`src/rtl/sha256_digest_matcher.sv`:
```
// SHA-256 digest matcher: latches each finished digest on the rising edge of
// the adder's done level, compares it one 32-bit word per cycle against a
// software-loaded target, counts candidates and reports a sticky hit.
module sha256_digest_matcher #(
    parameter int unsigned CAND_W = 32
) (
    input  logic              clk,
    input  logic              rst,
    input  logic              i_tgt_we,
    input  logic [2:0]        i_tgt_addr,
    input  logic [31:0]       i_tgt_word,
    input  logic              i_arm,
    input  logic              i_disarm,
    input  logic [255:0]      i_digest_in,
    input  logic              i_digest_valid,
    output logic              o_armed,
    output logic              o_match,
    output logic              o_found,
    output logic [CAND_W-1:0] o_found_idx,
    output logic [CAND_W-1:0] o_checked_count,
    output logic              o_overrun
);

    typedef enum logic [1:0] {StIdle, StArmed, StCmp, StFound} state_e;

    state_e              r_state;
    state_e              w_state_next;

    logic [31:0]         r_target [8];
    logic [255:0]        r_digest;
    logic                r_valid_q;
    logic [2:0]          r_word_idx;
    logic [CAND_W-1:0]   r_cand;
    logic [CAND_W-1:0]   r_count;
    logic [CAND_W-1:0]   r_found_idx;
    logic                r_found;
    logic                r_match;
    logic                r_overrun;

    logic                w_event;
    logic [31:0]         w_dig_word;
    logic                w_word_eq;
    logic [CAND_W-1:0]   w_count_sat_inc;
    logic                w_clear;
    logic                w_latch;
    logic                w_count_inc;
    logic                w_set_found;
    logic                w_set_overrun;

    // Rising edge of the done level is the only thing that starts a compare.
    assign w_event = i_digest_valid & ~r_valid_q;

    // Word 0 (H0) sits in the top bits, so ~idx selects the 32-bit lane.
    assign w_dig_word = r_digest[{~r_word_idx, 5'b0} +: 32];
    assign w_word_eq  = (w_dig_word == r_target[r_word_idx]);

    // Counter saturates so candidate numbering never wraps back onto old ones.
    assign w_count_sat_inc = (&r_count) ? r_count
                                        : r_count + {{(CAND_W-1){1'b0}}, 1'b1};

    // State register.
    always_ff @(posedge clk) begin
        if (!rst) begin
            r_state <= StIdle;
        end else begin
            r_state <= w_state_next;
        end
    end

    // Next-state decode and the per-cycle update strobes for the datapath.
    always_comb begin
        w_state_next  = r_state;
        w_clear       = 1'b0;
        w_latch       = 1'b0;
        w_count_inc   = 1'b0;
        w_set_found   = 1'b0;
        w_set_overrun = 1'b0;
        if (i_disarm) begin
            // Abandons any in-flight compare without counting it.
            w_state_next = StIdle;
        end else begin
            unique case (r_state)
                StIdle: begin
                    if (i_arm) begin
                        w_clear      = 1'b1;
                        w_state_next = StArmed;
                    end
                end
                StArmed: begin
                    if (w_event) begin
                        w_latch      = 1'b1;
                        w_state_next = StCmp;
                    end
                end
                StCmp: begin
                    // A new digest while busy is dropped and flagged.
                    w_set_overrun = w_event;
                    if (!w_word_eq) begin
                        w_count_inc  = 1'b1;
                        w_state_next = StArmed;
                    end else if (r_word_idx == 3'd7) begin
                        w_count_inc  = 1'b1;
                        w_set_found  = 1'b1;
                        w_state_next = StFound;
                    end
                end
                StFound: begin
                    w_state_next = StFound;
                end
                default: begin
                    w_state_next = StIdle;
                end
            endcase
        end
    end

    // Datapath: target file, digest latch, counters and sticky flags.
    always_ff @(posedge clk) begin
        if (!rst) begin
            for (int i = 0; i < 8; i++) begin
                r_target[i] <= '0;
            end
            r_digest    <= '0;
            r_valid_q   <= 1'b0;
            r_word_idx  <= '0;
            r_cand      <= '0;
            r_count     <= '0;
            r_found_idx <= '0;
            r_found     <= 1'b0;
            r_match     <= 1'b0;
            r_overrun   <= 1'b0;
        end else begin
            r_valid_q <= i_digest_valid;
            r_match   <= w_set_found;
            if (r_state == StIdle && i_tgt_we) begin
                r_target[i_tgt_addr] <= i_tgt_word;
            end
            if (w_clear) begin
                r_found     <= 1'b0;
                r_found_idx <= '0;
                r_count     <= '0;
                r_overrun   <= 1'b0;
            end
            if (w_latch) begin
                r_digest   <= i_digest_in;
                r_word_idx <= '0;
                r_cand     <= r_count;
            end else if (r_state == StCmp) begin
                r_word_idx <= r_word_idx + 3'd1;
            end
            if (w_count_inc) begin
                r_count <= w_count_sat_inc;
            end
            if (w_set_found) begin
                r_found     <= 1'b1;
                r_found_idx <= r_cand;
            end
            if (w_set_overrun) begin
                r_overrun <= 1'b1;
            end
        end
    end

    assign o_armed         = (r_state != StIdle);
    assign o_match         = r_match;
    assign o_found         = r_found;
    assign o_found_idx     = r_found_idx;
    assign o_checked_count = r_count;
    assign o_overrun       = r_overrun;

endmodule

```
`config.mk`:
```
export PLATFORM = sky130hd
export DESIGN_NAME = sha256_digest_matcher
export DESIGN_NICKNAME = d
export VERILOG_FILES = /design/src/rtl/sha256_digest_matcher.sv
export SDC_FILE = /design/constraint.sdc
export NUM_CORES = 1
export LEC_CHECK = 0
export CORE_MARGIN = 5
export CORE_UTILIZATION = 45
export CTS_CLUSTER_SIZE = 25
export DETAILED_ROUTE_END_ITERATION = 7
export GPL_ROUTABILITY_DRIVEN = 1
export PLACE_DENSITY = 0.67
export SYNTH_ARGS = -nofsm -noshare
export SYNTH_HDL_FRONTEND = slang
export SYNTH_SLANG_ARGS = --single-unit
export TNS_END_PERCENT = 5
```
`constraint.sdc`:
```
create_clock -name clk -period 4.6 [get_ports clk]
set_clock_uncertainty 0.15 [all_clocks]
set_input_delay 0.46 -clock clk [delete_from_list [all_inputs] [get_ports clk]]
set_output_delay 0.46 -clock clk [all_outputs]
set_load 0.03 [all_outputs]
```
==> results of run 1 <==
-- synth_stat cells (2+ instances only) --
library cell | instances | share of area, %
or3_1 | 5 | 0.12
buf_6 | 10 | 0.42
nand2b_1 | 29 | 0.67
nand3_1 | 20 | 0.37
buf_4 | 10 | 0.28
clkinv_1 | 2 | 0.028
buf_12 | 5 | 0.37
o21ai_0 | 8 | 0.15
nor3b_1 | 3 | 0.084
a22o_1 | 33 | 1.1
mux4_1 | 26 | 2.5
clkbuf_1 | 131 | 1.8
buf_2 | 20 | 0.37
nor4_2 | 3 | 0.14
xor2_1 | 28 | 0.91
o211ai_1 | 2 | 0.056
and4_1 | 5 | 0.16
nor2b_1 | 3 | 0.070
nor4_1 | 10 | 0.23
o221ai_1 | 2 | 0.065
a21oi_1 | 292 | 5.4
nand2_1 | 668 | 9.3
mux2i_1 | 35 | 1.3
a22o_2 | 7 | 0.26
nor3_1 | 20 | 0.37
nand4_1 | 7 | 0.16
nor2_1 | 35 | 0.49
edfxtp_1 | 256 | 29
a211o_1 | 5 | 0.16
or2_2 | 3 | 0.070
ha_1 | 3 | 0.14
nor4b_1 | 3 | 0.098
mux4_2 | 101 | 8.5
dfxtp_1 | 364 | 27
xnor2_1 | 13 | 0.42
and3_1 | 5 | 0.12
a221o_1 | 13 | 0.48
and2_1 | 263 | 6.1
inv_1 | 6 | 0.084
-- final cells by class --
type	instances	area, um^2
repair buffers	420	4200
multi-input cells	1670	11000
clock inverters	17	236
well taps	773	967
inverters	8	37.5
fillers	4907	25700
diodes	5	12.5
clock buffers	98	1920
flip-flops and latches	620	15000
-- placed cells by master (no fill, tap or decap), types with 13 or more instances in the layout --
cell             instances
mux4_2                 101
and2_1                 263
nand2_1                668
nand2b_1                29
edfxtp_1               256
mux4_1                  26
clkdlybuf4s50_1        364
a221o_1                 13
xor2_1                  28
xnor2_1                 13
nor2_1                  35
clkbuf_16               70
nor3_1                  17
clkbuf_1                22
mux2i_1                 35
buf_4                   45
a22o_1                  33
a21oi_1                292
dfxtp_1                358
nand3_1                 20
-- registers in the layout, summed over array words and instances (netlist names), named ones only --
| register | flops |
|---|---|
| o_found | 1 |
| r_target | 256 |
| o_match | 1 |
| r_digest | 256 |
| r_cand | 32 |
| o_found_idx | 32 |
| o_overrun | 1 |
| r_valid_q | 1 |
| o_checked_count | 32 |
| r_state | 2 |
| r_word_idx | 3 |
-- metrics by stage --
stage / cell area [um^2] / total power, mW / hold slack [ns] / util, % / worst slack [ns]
2_1_floorplan: 26900 / 6.24 / 0.282 / - / 0.851
3_3_place_gp: 31200 / 6.67 / 0.288 / 52.8 / 0.312
3_5_place_dp: 31200 / 6.68 / 0.295 / 52.8 / 0.351
4_1_cts: 33400 / 11.9 / 0.232 / 56.5 / 0.345
5_1_grt: 33400 / 12.2 / 0.252 / 56.5 / 0.102
6_report: 33400 / 11.9 / 0.257 / 56.5 / 0.332
-- metal layers --
metal  vias up  share of wire [%]  global-route usage (%)
li1       9272                  -                       -
met1      9947                 41                    32.8
met2       819                 48                    40.7
met3       151                7.7                    5.16
met4         6                3.3                    8.24
met5         -              0.053                       0
-- worst max-delay path, cell delays in order (launching register included) --
cell and delay, ns:
dfxtp_4 0.69, buf_12 0.31, buf_12 0.17, mux4_2 0.53, nand2_1 0.09, nand2_1 0.07
xor2_1 0.14, nor4_1 0.30, nand4_1 0.38, o311ai_4 0.66, nor2_4 0.25, a221o_2 0.38
-- cell families (layout without fill, tap and decap cells) --
family	count (synthesis)	in the layout	synth area share (%)
compound gates	374	374	8.15
xor+xnor	41	41	1.33
fa+ha+maj	3	3	0.140
buf+inv	187	543	3.51
flops	620	620	55.7
mux	163	163	12.4
other cells	0	5	0
simple gates	1089	1089	18.8
-- power by group through the flow --
stage / registers (mW) / clock network [mW] / logic (mW)
4_1_cts: 5.89 / 5.37 / 0.684
2_1_floorplan: 5.99 / 0 / 0.252
6_report: 5.89 / 5.31 / 0.683
3_5_place_dp: 6.00 / 0 / 0.679
5_1_grt: 5.89 / 5.62 / 0.723
3_3_place_gp: 6.00 / 0 / 0.675
-- worst max path at each step --
| stage | from | end | depth (start not counted) |
|---|---|---|---|
| 2_1_floorplan | rst | r_target[2][0] | 3 |
| 3_3_place_gp | register | o_checked_count[4] | 9 |
| 3_5_place_dp | register | o_checked_count[4] | 10 |
| 4_1_cts | r_word_idx[0] | o_checked_count[4] | 11 |
| 5_1_grt | r_word_idx[0] | o_checked_count[4] | 11 |
| 6_report | r_word_idx[0] | o_checked_count[4] | 11 |
==> flow_summary.json, run 1 <==
{
  "p_per_area_mw_per_mm2": 356,
  "comb_power_share_pct": 5.7,
  "slew_viol_final": 0,
  "peakVddDrop_mv": 0.277,
  "numCtsBuffers": 66,
  "r2r-start": "r_word_idx[0]",
  "fp-row-count": 89,
  "min_path_cells": 3,
  "pin_count": 365,
  "synth_cells": 2477,
  "die_area_mm2": 0.0648,
  "seqPwrFrac_pct": 49.6,
  "dr.pass1.iters": 6,
  "routed_via_density": 5.59,
  "regToRegSetupSlack_ns": 0.33,
  "drive_above_1_share_pct": 10.1,
  "portBuffers": 364,
  "initial_core_util_pct": 45.5,
  "cp-end-kind": "register",
  "die_x_um": 255,
  "synthFlopType": "dfxtp_1",
  "finalNonFillerCells": 3611,
  "period_needed_ns": 4.27,
  "drv_cap": 0,
  "p_int_mw": 9.31,
  "antenna_found_initial": 8,
  "drt_wl_total_um": 83300,
  "hold_viol": 0,
  "core_area_mm2": 0.0591,
  "crit_fanout": 26,
  "cts-htree-levels": 3,
  "clk_pin_slew_ns": 0.06,
  "drc": 0,
  "grt_max_degree": 185,
  "cts_tree": "done",
  "holdBufCountCts": 0,
  "grt_overflow": 0,
  "crit_required_ns": 4.94,
  "relSlewSlack_pct": 25.8,
  "netlist_area_mm2": 0.0269,
  "cts.sinks": 620,
  "cts-resized-gates": 0,
  "worst-r2r-cell-count": 11,
  "crit_type": "reg -> reg",
  "rsz0062_at_grt": "no",
  "synthDistinctLibCells": 62,
  "worst_slew_pin_slew_ns": 1.11,
  "period_share_pct": 92.8,
  "clk_latency_ns": 0.60,
  "drt_iter0_drc": 1702,
  "track_usage_pct": 24.7,
  "clk_path_buf_depth": 3,
  "p_leak_nw": 11.6,
  "min_to": "r_digest[189]",
  "worstHoldStart": "i_digest_in[189]",
  "setup_violations": 0,
  "post_cts_buffers": 0,
  "yosys_warnings": 0,
  "wl_per_cell_um": 23.1,
  "die_y_um": 255,
  "holdCritPathClass": "in -> reg",
  "num_vias": 20200,
  "dp_hpwl_um": 56200,
  "async_flop_share_pct": 0,
  "switching_share_pct": 21.6,
  "synth_fp_nets": 2777,
  "clockPowerShare_pct": 44.7,
  "fin_setup_tns_ns": 0,
  "dp_cells": 3491,
  "status": "finished clean",
  "r2r_end": "o_checked_count[4]",
  "switching_power_mw": 2.57,
  "ys_ff_latch": 620,
  "gp_congestion": 0.913,
  "syn_to_final_growth_pct": 24.1,
  "syn_area_per_cell_um2": 10.9,
  "nets": 3086,
  "grt_pass1_vias": 19500,
  "synth_edf_count": 256,
  "ys_seq_area_share_pct": 55.7,
  "clockRootBuffer": "clkbuf_16",
  "grt_pass1_wl_um": 122000,
  "start_kind": "register",
  "clock.fmax_ghz": 0.234,
  "worstPathArrival_ns": 4.61,
  "antenna_left": 0
}
(Power assumes the default switching activity.)
==> run 2, diff against run 1 <==
Settings changed: CORE_UTILIZATION 45 to 55, PLACE_DENSITY 0.67 to 0.8.
==> flow_summary.json, run 2 (synthesis results as in run 1) <==
{
  "die_y_um": 231,
  "drt_wl_total_um": 82400,
  "worstPathArrival_ns": 4.84,
  "cts_tree": "done",
  "mostFrequentLayoutCells": "668 x nand2_1, 364 x clkdlybuf4s50_1, 358 x dfxtp_1, 292 x a21oi_1, 263 x and2_1",
  "top_regs": "r_digest x256, r_target x256",
  "clk_path_buf_depth": 3,
  "track_usage_pct": 29.8,
  "slew_viol_final": 0,
  "nets": 3077,
  "cp-end-kind": "register",
  "portBuffers": 364,
  "drive_above_1_share_pct": 10.2,
  "peakVddDrop_mv": 0.303,
  "finalNonFillerCells": 3451,
  "holdCritPathClass": "in -> reg",
  "drv_cap": 0,
  "status": "finished clean",
  "post-route-util_pct": 67.7,
  "period_share_pct": 96.1,
  "holdBufCountCts": 0,
  "dr.pass1.iters": 6,
  "start_kind": "register",
  "final_cell_area_mm2": 0.0329,
  "gp_congestion": 0.932,
  "grt_pass1_wl_um": 123000,
  "grt_max_degree": 264,
  "num_vias": 20700,
  "p_int_mw": 8.91,
  "place_area_mm2": 0.0310,
  "crit_fanout": 20,
  "antenna_found_initial": 7,
  "period_needed_ns": 4.42,
  "crit_required_ns": 5.02,
  "initial_core_util_pct": 55.3,
  "relSlewSlack_pct": 14.3,
  "grt_overflow": 0,
  "switching_share_pct": 21.9,
  "drt_iter0_drc": 2491,
  "seqPwrFrac_pct": 51.6,
  "numCtsBuffers": 60,
  "clock.fmax_ghz": 0.226,
  "setup_violations": 0,
  "die_area_mm2": 0.0534,
  "fin_setup_tns_ns": 0,
  "dp_cells": 3337,
  "wl_per_cell_um": 23.9,
  "clockRootBuffer": "clkbuf_16",
  "antenna_left": 0,
  "switching_power_mw": 2.49,
  "finalPower_mw": 11.4,
  "dp_hpwl_um": 55700,
  "syn_to_final_growth_pct": 22.4,
  "die_x_um": 231,
  "hold_viol": 0,
  "crit_type": "reg -> reg",
  "clk_pin_slew_ns": 0.06,
  "p_leak_nw": 11.5,
  "rsz0062_at_grt": "no",
  "final_common_cell": "nand2_1",
  "cts-htree-levels": 2,
  "core_area_mm2": 0.0486,
  "clk_latency_ns": 0.63,
  "cts.sinks": 620,
  "fp-row-count": 81,
  "comb_power_share_pct": 5.9,
  "drc": 0,
  "p_per_area_mw_per_mm2": 346,
  "pin_count": 365,
  "grt_pass1_vias": 20400,
  "routed_via_density": 6.00,
  "clockPowerShare_pct": 42.4,
  "worst_slew_pin_slew_ns": 1.28
}
-- run 2: layout make-up --
cell class | count | area [um^2]
fillers | 3495 | 15700
flip-flops and latches | 620 | 15000
multi-input cells | 1670 | 11000
repair buffers | 417 | 4150
clock buffers | 88 | 1710
well taps | 622 | 778
clock inverters | 22 | 216
inverters | 8 | 37.5
diodes | 4 | 10.0
-- run 2: critical path, cell delays in order, from the launching register on --
cell and delay [ns]:
dfxtp_4 0.62, buf_4 0.36, mux4_2 0.56, mux2i_2 0.35, xnor2_1 0.13, nor4_1 0.55
nand4_1 0.42, o31a_2 0.49, a21oi_4 0.38, buf_12 0.20, a221o_1 0.15
-- run 2: final timing paths --
path / from / to / slack (ns) / depth (start not counted)
min reg2reg: r_cand[8] / o_found_idx[8] / 0.28 / 1
max: register / o_checked_count[19] / 0.18 / 10
min: i_digest_in[172] / r_digest[172] / 0.23 / 3
max reg2reg: register / o_checked_count[19] / 0.18 / 10
-- run 2: stage by stage --
| step | hold slack, ns | setup WS (ns) |
|---|---|---|
| 6_report | 0.227 | 0.180 |
| 5_1_grt | 0.227 | 0.0478 |
| 4_1_cts | 0.204 | 0.102 |
| 3_5_place_dp | 0.296 | 0.115 |
| 3_3_place_gp | 0.288 | 0.0965 |
| 2_1_floorplan | 0.282 | 0.851 |
-- run 2: per-layer routing --
| layer | vias up | track usage [%] | routed length [um] |
|---|---|---|---|
| met1 | 10100 | 38.5 | 31000 |
| met3 | 203 | 7.83 | 8410 |
| li1 | 9259 | - | - |
| met2 | 1120 | 48.8 | 39500 |
| met5 | - | 0 | 34 |
| met4 | 6 | 11.3 | 3450 |
-- run 2: power by group through the flow --
| stage | logic [mW] | registers (mW) | clock network, mW |
|---|---|---|---|
| floorplan | 0.252 | 5.99 | 0 |
| global placement | 0.660 | 5.99 | 0 |
| detailed placement | 0.667 | 6.01 | 0 |
| CTS | 0.673 | 5.89 | 4.87 |
| global route | 0.715 | 5.89 | 5.10 |
| finish | 0.678 | 5.89 | 4.84 |
-- run 2: timing repair --
item                       CTS  global route
resized for setup            0             2
setup buffers                0             0
setup endpoints to repair    0            35
